==> src/rtl/fcp_pkg.sv <==
// Shared FCP definitions: framer state encoding, CRC polynomial and default
// payload-length width used by the transmit framer and its CRC engine sibling.
package fcp_pkg;

  typedef enum logic [1:0] {
    IDLE  = 2'd0,
    LOAD  = 2'd1,
    SEND  = 2'd2,
    CSEND = 2'd3
  } fcp_state_e;

  localparam logic [7:0] CRC_POLY  = 8'h39;
  localparam int         FCP_LEN_W = 4;

endpackage

==> src/rtl/fcp_txfrm.sv <==
// FCP transmit framer: moves payload bytes from the source to the serializer
// one at a time, steering the external CRC-8 engine, then appends its result.
module fcp_txfrm
  import fcp_pkg::*;
#(
  parameter int LEN_W = FCP_LEN_W
) (
  input  logic             clk,
  input  logic             srstz,
  input  logic             tx_start,
  input  logic [LEN_W-1:0] tx_len,
  input  logic             tx_abort,
  input  logic             src_vld,
  input  logic [7:0]       src_dat,
  output logic             src_rdy,
  output logic             ser_vld,
  output logic [7:0]       ser_dat,
  output logic             ser_last,
  input  logic             ser_rdy,
  output logic             crc_en,
  output logic [7:0]       crc_din,
  output logic             crc_shfi,
  output logic             crc_shfl,
  input  logic [7:0]       tx_crc,
  output logic             busy,
  output logic             done,
  output logic             err
);

  fcp_state_e       state, state_nxt;
  logic [LEN_W-1:0] rem, rem_nxt;
  logic [7:0]       dat_r, dat_nxt;
  logic             done_r, done_nxt;
  logic             err_r, err_nxt;
  logic             ser_hs;
  logic             last_byte;

  always_ff @(posedge clk) begin
    if (!srstz) begin
      state  <= IDLE;
      rem    <= '0;
      dat_r  <= 8'h00;
      done_r <= 1'b0;
      err_r  <= 1'b0;
    end else begin
      state  <= state_nxt;
      rem    <= rem_nxt;
      dat_r  <= dat_nxt;
      done_r <= done_nxt;
      err_r  <= err_nxt;
    end
  end

  assign ser_hs    = ser_rdy && !tx_abort;
  assign last_byte = (rem == LEN_W'(1));

  always_comb begin
    state_nxt = state;
    rem_nxt   = rem;
    dat_nxt   = dat_r;
    done_nxt  = 1'b0;
    err_nxt   = 1'b0;
    src_rdy   = 1'b0;
    ser_vld   = 1'b0;
    ser_dat   = dat_r;
    ser_last  = 1'b0;
    crc_shfi  = 1'b0;
    crc_shfl  = 1'b0;
    unique case (state)
      IDLE: begin
        if (tx_start) begin
          if (tx_len == '0) begin
            err_nxt = 1'b1;
          end else begin
            rem_nxt   = tx_len;
            state_nxt = LOAD;
          end
        end
      end
      LOAD: begin
        src_rdy = 1'b1;
        if (tx_abort) begin
          state_nxt = IDLE;
        end else if (src_vld) begin
          dat_nxt   = src_dat;
          state_nxt = SEND;
        end
      end
      SEND: begin
        ser_vld = 1'b1;
        if (tx_abort) begin
          state_nxt = IDLE;
        end else if (ser_hs) begin
          // Engine absorbs the byte on the same edge the serializer takes it.
          rem_nxt   = rem - LEN_W'(1);
          crc_shfi  = !last_byte;
          crc_shfl  = last_byte;
          state_nxt = last_byte ? CSEND : LOAD;
        end
      end
      CSEND: begin
        ser_vld  = 1'b1;
        ser_dat  = tx_crc;
        ser_last = 1'b1;
        if (tx_abort) begin
          state_nxt = IDLE;
        end else if (ser_hs) begin
          done_nxt  = 1'b1;
          state_nxt = IDLE;
        end
      end
      default: state_nxt = IDLE;
    endcase
  end

  // Engine is held clear whenever the framer is idle, so each frame starts at 0x00.
  assign busy    = (state != IDLE);
  assign crc_en  = busy;
  assign crc_din = dat_r;
  assign done    = done_r;
  assign err     = err_r;

endmodule

==> config.mk <==
export PLATFORM = sky130hd
export DESIGN_NAME = fcp_txfrm
export DESIGN_NICKNAME = d
export VERILOG_FILES = /design/src/rtl/fcp_pkg.sv /design/src/rtl/fcp_txfrm.sv
export SDC_FILE = /design/constraint.sdc
export NUM_CORES = 1
export LEC_CHECK = 0
export ABC_AREA = 1
export BUFFER_PORTS_ARGS = -buffer_cell sky130_fd_sc_hd__buf_2
export CORE_UTILIZATION = 43
export CTS_CLUSTER_DIAMETER = 50
export DETAILED_ROUTE_END_ITERATION = 16
export HOLD_SLACK_MARGIN = 0.08
export PLACE_DENSITY = 0.78
export SETUP_SLACK_MARGIN = 0.02
export SLEW_MARGIN = 20
export SYNTH_ARGS = -nofsm -noshare
export SYNTH_HDL_FRONTEND = slang
export SYNTH_SLANG_ARGS = --single-unit
==> constraint.sdc <==
create_clock -name clk -period 1.31 [get_ports clk]
set_input_delay 0 -clock clk [delete_from_list [all_inputs] [get_ports clk]]
set_output_delay 0 -clock clk [all_outputs]
set_load 0.005 [all_outputs]
# Yosys cells after proc, flatten, opt, wreduce, memory -nomap -nowiden
# Index checks and enable logic that the tools add are counted.
# totals
ff_bits,16
input_bits,26
output_inout_bits,25
wordCells,60
# op_classes
n_addsub,1
n_eq_ne,11
mux,27
bitwise_logic,3
reduce_logical,13
# ops
operator,n
$mux W2,9
$mux W4,4
$mux W1,11
$reduce_and A5 Y1,2
$ne A3 B3 Y1 const B,3
$mux W8,1
$ne A2 B2 Y1 const B,4
$pmux W2 S4,1
$pmux W4 S2,1
$reduce_and A3 Y1,2
$eq A2 B2 Y1 const B,2
$eq A4 B1 Y1 const B,1
$logic_not A4 Y1,1
$reduce_bool A2 Y1,2
$sub A4 B1 Y4 const B,1
$not A1 Y1,3
$reduce_or A3 Y1,1
$eq A2 B1 Y1 const B,1
$logic_not A1 Y1,2
$logic_not A2 Y1,1
$reduce_or A2 Y1,1
$logic_and A1 B1 Y1,1

# Depth between registers and ports, before layout
# logic_depth
depth_word,5
depth_mapped,8
mapped_depth_nobuf,8

# Worst setup path after synthesis
# No wires, ideal clock.
# synth_path
path_kind,reg2reg
startpoint,register state[1]
endpoint,register rem[0]
setup_time_ns,0.116
arrival_ns,1.023
required_ns,1.194
slack_ns,0.172
stages_incl_launch_ff,9
n_path_buf,1
path_cell_list,dfxtp_1 buf_4 inv_1 nor2_2 inv_1 nand2_1 o21ai_0 o21ai_0 nor2_1
# synth_between
elab_chain_cells,3
elab_cells_between_ends,9
classes_between,eq/ne: 5; mux: 1; reduce/logical: 3
# synth_lines
item,line,source
start: declaration,fcp_txfrm.sv:30,"fcp_state_e state, state_nxt;"
start signal: assignment,fcp_txfrm.sv:46,state <= state_nxt;
$eq A2 B2 Y1 or $logic_not A2 Y1 (tied branches),fcp_txfrm.sv:69,unique case (state)
$ne A2 B2 Y1 (no line) or $reduce_bool A2 Y1 (tied branches),n/a,
$reduce_and A5 Y1 (no line),n/a,
end signal: assignment,fcp_txfrm.sv:47,rem <= rem_nxt;
end: declaration,fcp_txfrm.sv:31,"logic [LEN_W-1:0] rem, rem_nxt;"
# Several ways; a longest one is shown, not always the timed one.
# A chain may end at the register's enable or synchronous reset.

# Worst setup path in the final report
# layout_path
startpoint,register state[0]
endpoint,"register dat_r[1], in the netlist crc_din[1]"
# layout_between
elab_chain_cells,2
# layout_lines
item,line,source
$eq A2 B1 Y1,fcp_txfrm.sv:69,
$reduce_and A3 Y1 (no line),n/a,
end signal: assignment,fcp_txfrm.sv:48,dat_r <= dat_nxt;
end: declaration,fcp_txfrm.sv:32,"logic [7:0] dat_r, dat_nxt;"
# No other way between the ends.

==> flow_summary.yaml <==
logic_synthesis:
  synth_cell_types: 22
  syn_area_um2: 903
  yosys.area.top_type: "dfxtp_1"
  syn_area_per_cell_um2: 6.32
  yosys_warnings: 0
  synth_top_flop_cell: "dfxtp_1"
  yosysTopAreaCellShare: 0.355
  synth.most_common_cell: "nand2_1"
  synthTopCellsByArea: "dfxtp_1 35%, nand2_1 17%, nor2_1 11%, o21ai_0 7.2%, inv_1 4.6%"
  synthArstFlopShare: 0
  ys_seq_area_frac: 0.355
  syn_inst: 143
  synth_edf_count: 0
  synthesis.nets: 171
  synth_common_cells: "42 x nand2_1, 27 x nor2_1, 16 x dfxtp_1"
  ys_ff_latch: 16
min_path:
  hp-start: "tx_abort"
  hp-class: "input port to flip-flop"
  hold_end: "state[1]"
  min_path_cells: 4
place:
  numPlacedInstances: 218
  place_congestion: 0.858
  postPlaceCellArea_um2: 1180
  portBuffers: 50
  detailed_place_hpwl_mm: 1.75
global_route:
  met1_usage: 0.269
  met3_usage: 0.0679
  grt_pass1_vias: 913
  gr-total-overflow: 0
  grtUsageMet2: 0.419
  grt_pass1_wl_mm: 3.72
  grt_max_degree: 13
  top_usage_layer: "met2"
  grt_use_total: 0.233
  grt_antenna_before_repair: 0
cells_and_area:
  multiInputGateArea_um2: 601
  syn_to_final_growth_pct: 72.6
  stdcell_count: 245
  nets: 247
  fin_area_um2: 1560
  diodes: 0
  final-seq-area_um2: 330
  drive_above_1_share: 0.445
  n_fill_cell: 147
die:
  core_um2: 1960
  ios: 51
  die-height_um: 47.8
  initial_core_util: 0.460
  rows: 16
  die-area_um2: 2290
  fp.dieW_um: 47.8
clocking:
  tritoncts: "yes"
  cts-root-buf: "clkbuf_4"
  clk_latency_ns: 0.31
  cts_made_buffers: 3
  clk_pin_slew_ns: 0.11
  cts.sinks: 16
  cts_buffer_depth: 2
  htree_levels: 1
sta:
  timing.final.ws_setup_ns: -0.0360
  relSlewSlack: 0.771
  slew_violations: 0
  fmax_mhz: 743
  finalHoldViolCount: 0
  setup_viol: 5
  hold_ws_ns: 0.0817
  min_period_ns: 1.35
  clock_skew_ns: 0.0146
  tightest_slew_ns: 0.343
  fin_crit_sh: 1.03
  rsz0062_at_grt: "yes"
critical_path:
  r2r_start: "state[0]"
  crit_type: "flip-flop to flip-flop"
  worstPathArrival_ns: 1.55
  required_ns: 1.51
  ff2ff_setup_slack_ns: -0.04
  startpoint_type: "flip-flop"
  path_max_fanout: 8
  endpoint_kind: "flip-flop"
  slowest_stage: "dfxtp_4"
  r2r_cells: 7
  slowest_delay_ns: 0.42
  r2r-end: "crc_din[1]"
  path_cells: "inv_4, nor2_4, nand2_2, nor2_4, inv_4, nor2_1, nor2_1"
outcome:
  status: "complete, but fails checks"
  violations: "negative setup slack"
detailed_routing:
  vias_per_cell: 5.06
  first_pass_iters: 4
  wl_per_cell_um: 13.4
  drt_wl_total_mm: 3.27
  drc: 0
  drtIter0Drc: 24
  ant_nets: 0
  num_vias: 1240
power_and_ir_drop:
  powerDensity_nw_per_um2: 998
  ir_drop_v: 0.000923
  p_leak_uw: 0.000815
flow_run:
  cap_viol_max_count: 0
-- power by group --
group	switching [uW]	internal [uW]	leakage [uW]	total [uW]
clock network	182	170	0.0000210	353
logic	322	270	0.000661	593
registers	68.3	543	0.000133	611
total	573	983	0.000815	1560
-- per-layer routing --
layer / share of wire / wire length, um / vias to the layer above
met4: 0.043 / 141 / 0
met1: 0.36 / 1190 / 559
met3: 0.065 / 214 / 16
met2: 0.53 / 1730 / 65
li1: - / - / 600
met5: 0 / 0 / -
-- logic make-up (layout without fill, tap and decap cells) --
| group | Yosys count | in the layout | share of synthesized area |
|---|---|---|---|
| and+or+nand+nor | 89 | 89 | 0.428 |
| buffers and inverters | 18 | 93 | 0.0831 |
| AOI/OAI and AO/OA | 17 | 17 | 0.0969 |
| DFF | 16 | 16 | 0.355 |
| adders and majority gates | 2 | 2 | 0.0277 |
| xor gates and xnor gates | 1 | 1 | 0.00970 |
-- state kept, by name, indices dropped and copies added (netlist names) --
signal / flops
state: 2
err: 1
done: 1
rem: 4
crc_din: 8
-- worst max-delay path: cells and delay by family, from the launching register on --
| kind | cells | cell delay (ns) |
|---|---|---|
| flip-flops | 1 | 0.42 |
| AND/OR/NAND/NOR | 5 | 0.66 |
| buffers and inverters | 2 | 0.15 |
-- layout by cell type, fill, tap and decap left out, types with 2 or more instances in the layout --
cell / netlist / final
a21oi_1: 2 / 2
a31oi_1: 2 / 2
buf_2: 0 / 50
buf_4: 2 / 4
buf_6: 0 / 4
clkbuf_4: 0 / 3
dfxtp_1: 16 / 12
dfxtp_2: 0 / 2
dfxtp_4: 0 / 2
dlygate4sd3_1: 0 / 17
inv_1: 11 / 8
inv_2: 2 / 2
inv_4: 0 / 4
nand2_1: 42 / 39
nand2_2: 2 / 4
nand3_1: 5 / 4
nand3_2: 1 / 2
nor2_1: 27 / 22
nor2_2: 3 / 5
nor2_4: 2 / 5
nor3_1: 4 / 3
o21ai_0: 13 / 8
o21ai_2: 0 / 4
-- how the worst max path moves through the flow --
stage | from | endpoint | slack (ns) | cells after the start
after global routing | state[0] | crc_din[1] | -0.06 | 7
after global placement | state[0] | crc_din[2] | 0.02 | 7
after detailed placement | state[0] | crc_din[2] | 0.02 | 7
after CTS | rem[1] | crc_shfi | 0.01 | 6
final | state[0] | crc_din[1] | -0.04 | 7
after floorplan | state[1] | rem[0] | 0.17 | 8
-- per-stage QoR --
stage | TNS (ns) | worst slack, ns | util | total power, uW
final | -0.0771 | -0.0360 | 0.795 | 1560
after global routing | -0.548 | -0.0632 | 0.795 | 1630
after floorplan | 0 | 0.172 | - | 870
after CTS | 0 | 0.0148 | 0.706 | 1390
after detailed placement | 0 | 0.0195 | 0.601 | 1020
after global placement | 0 | 0.0240 | 0.601 | 1010
-- area by class of cell --
cell class / count / share of cell area
multi-input cells: 109 / 0.385
repair buffers: 75 / 0.318
flip-flops and latches: 16 / 0.212
inverters: 14 / 0.0401
clock buffers: 4 / 0.0233
well taps: 27 / 0.0217
-- what timing repair did --
item | in CTS | in global routing
gates resized for setup | 9 | 36
hold buffers | 15 | 2
buffers inserted | 0 | 6
pin swaps | 2 | 10
endpoints found under the hold margin | 14 | 1
setup endpoints to repair | 18 | 22
No activity file was read; power rests on OpenSTA's default activity.
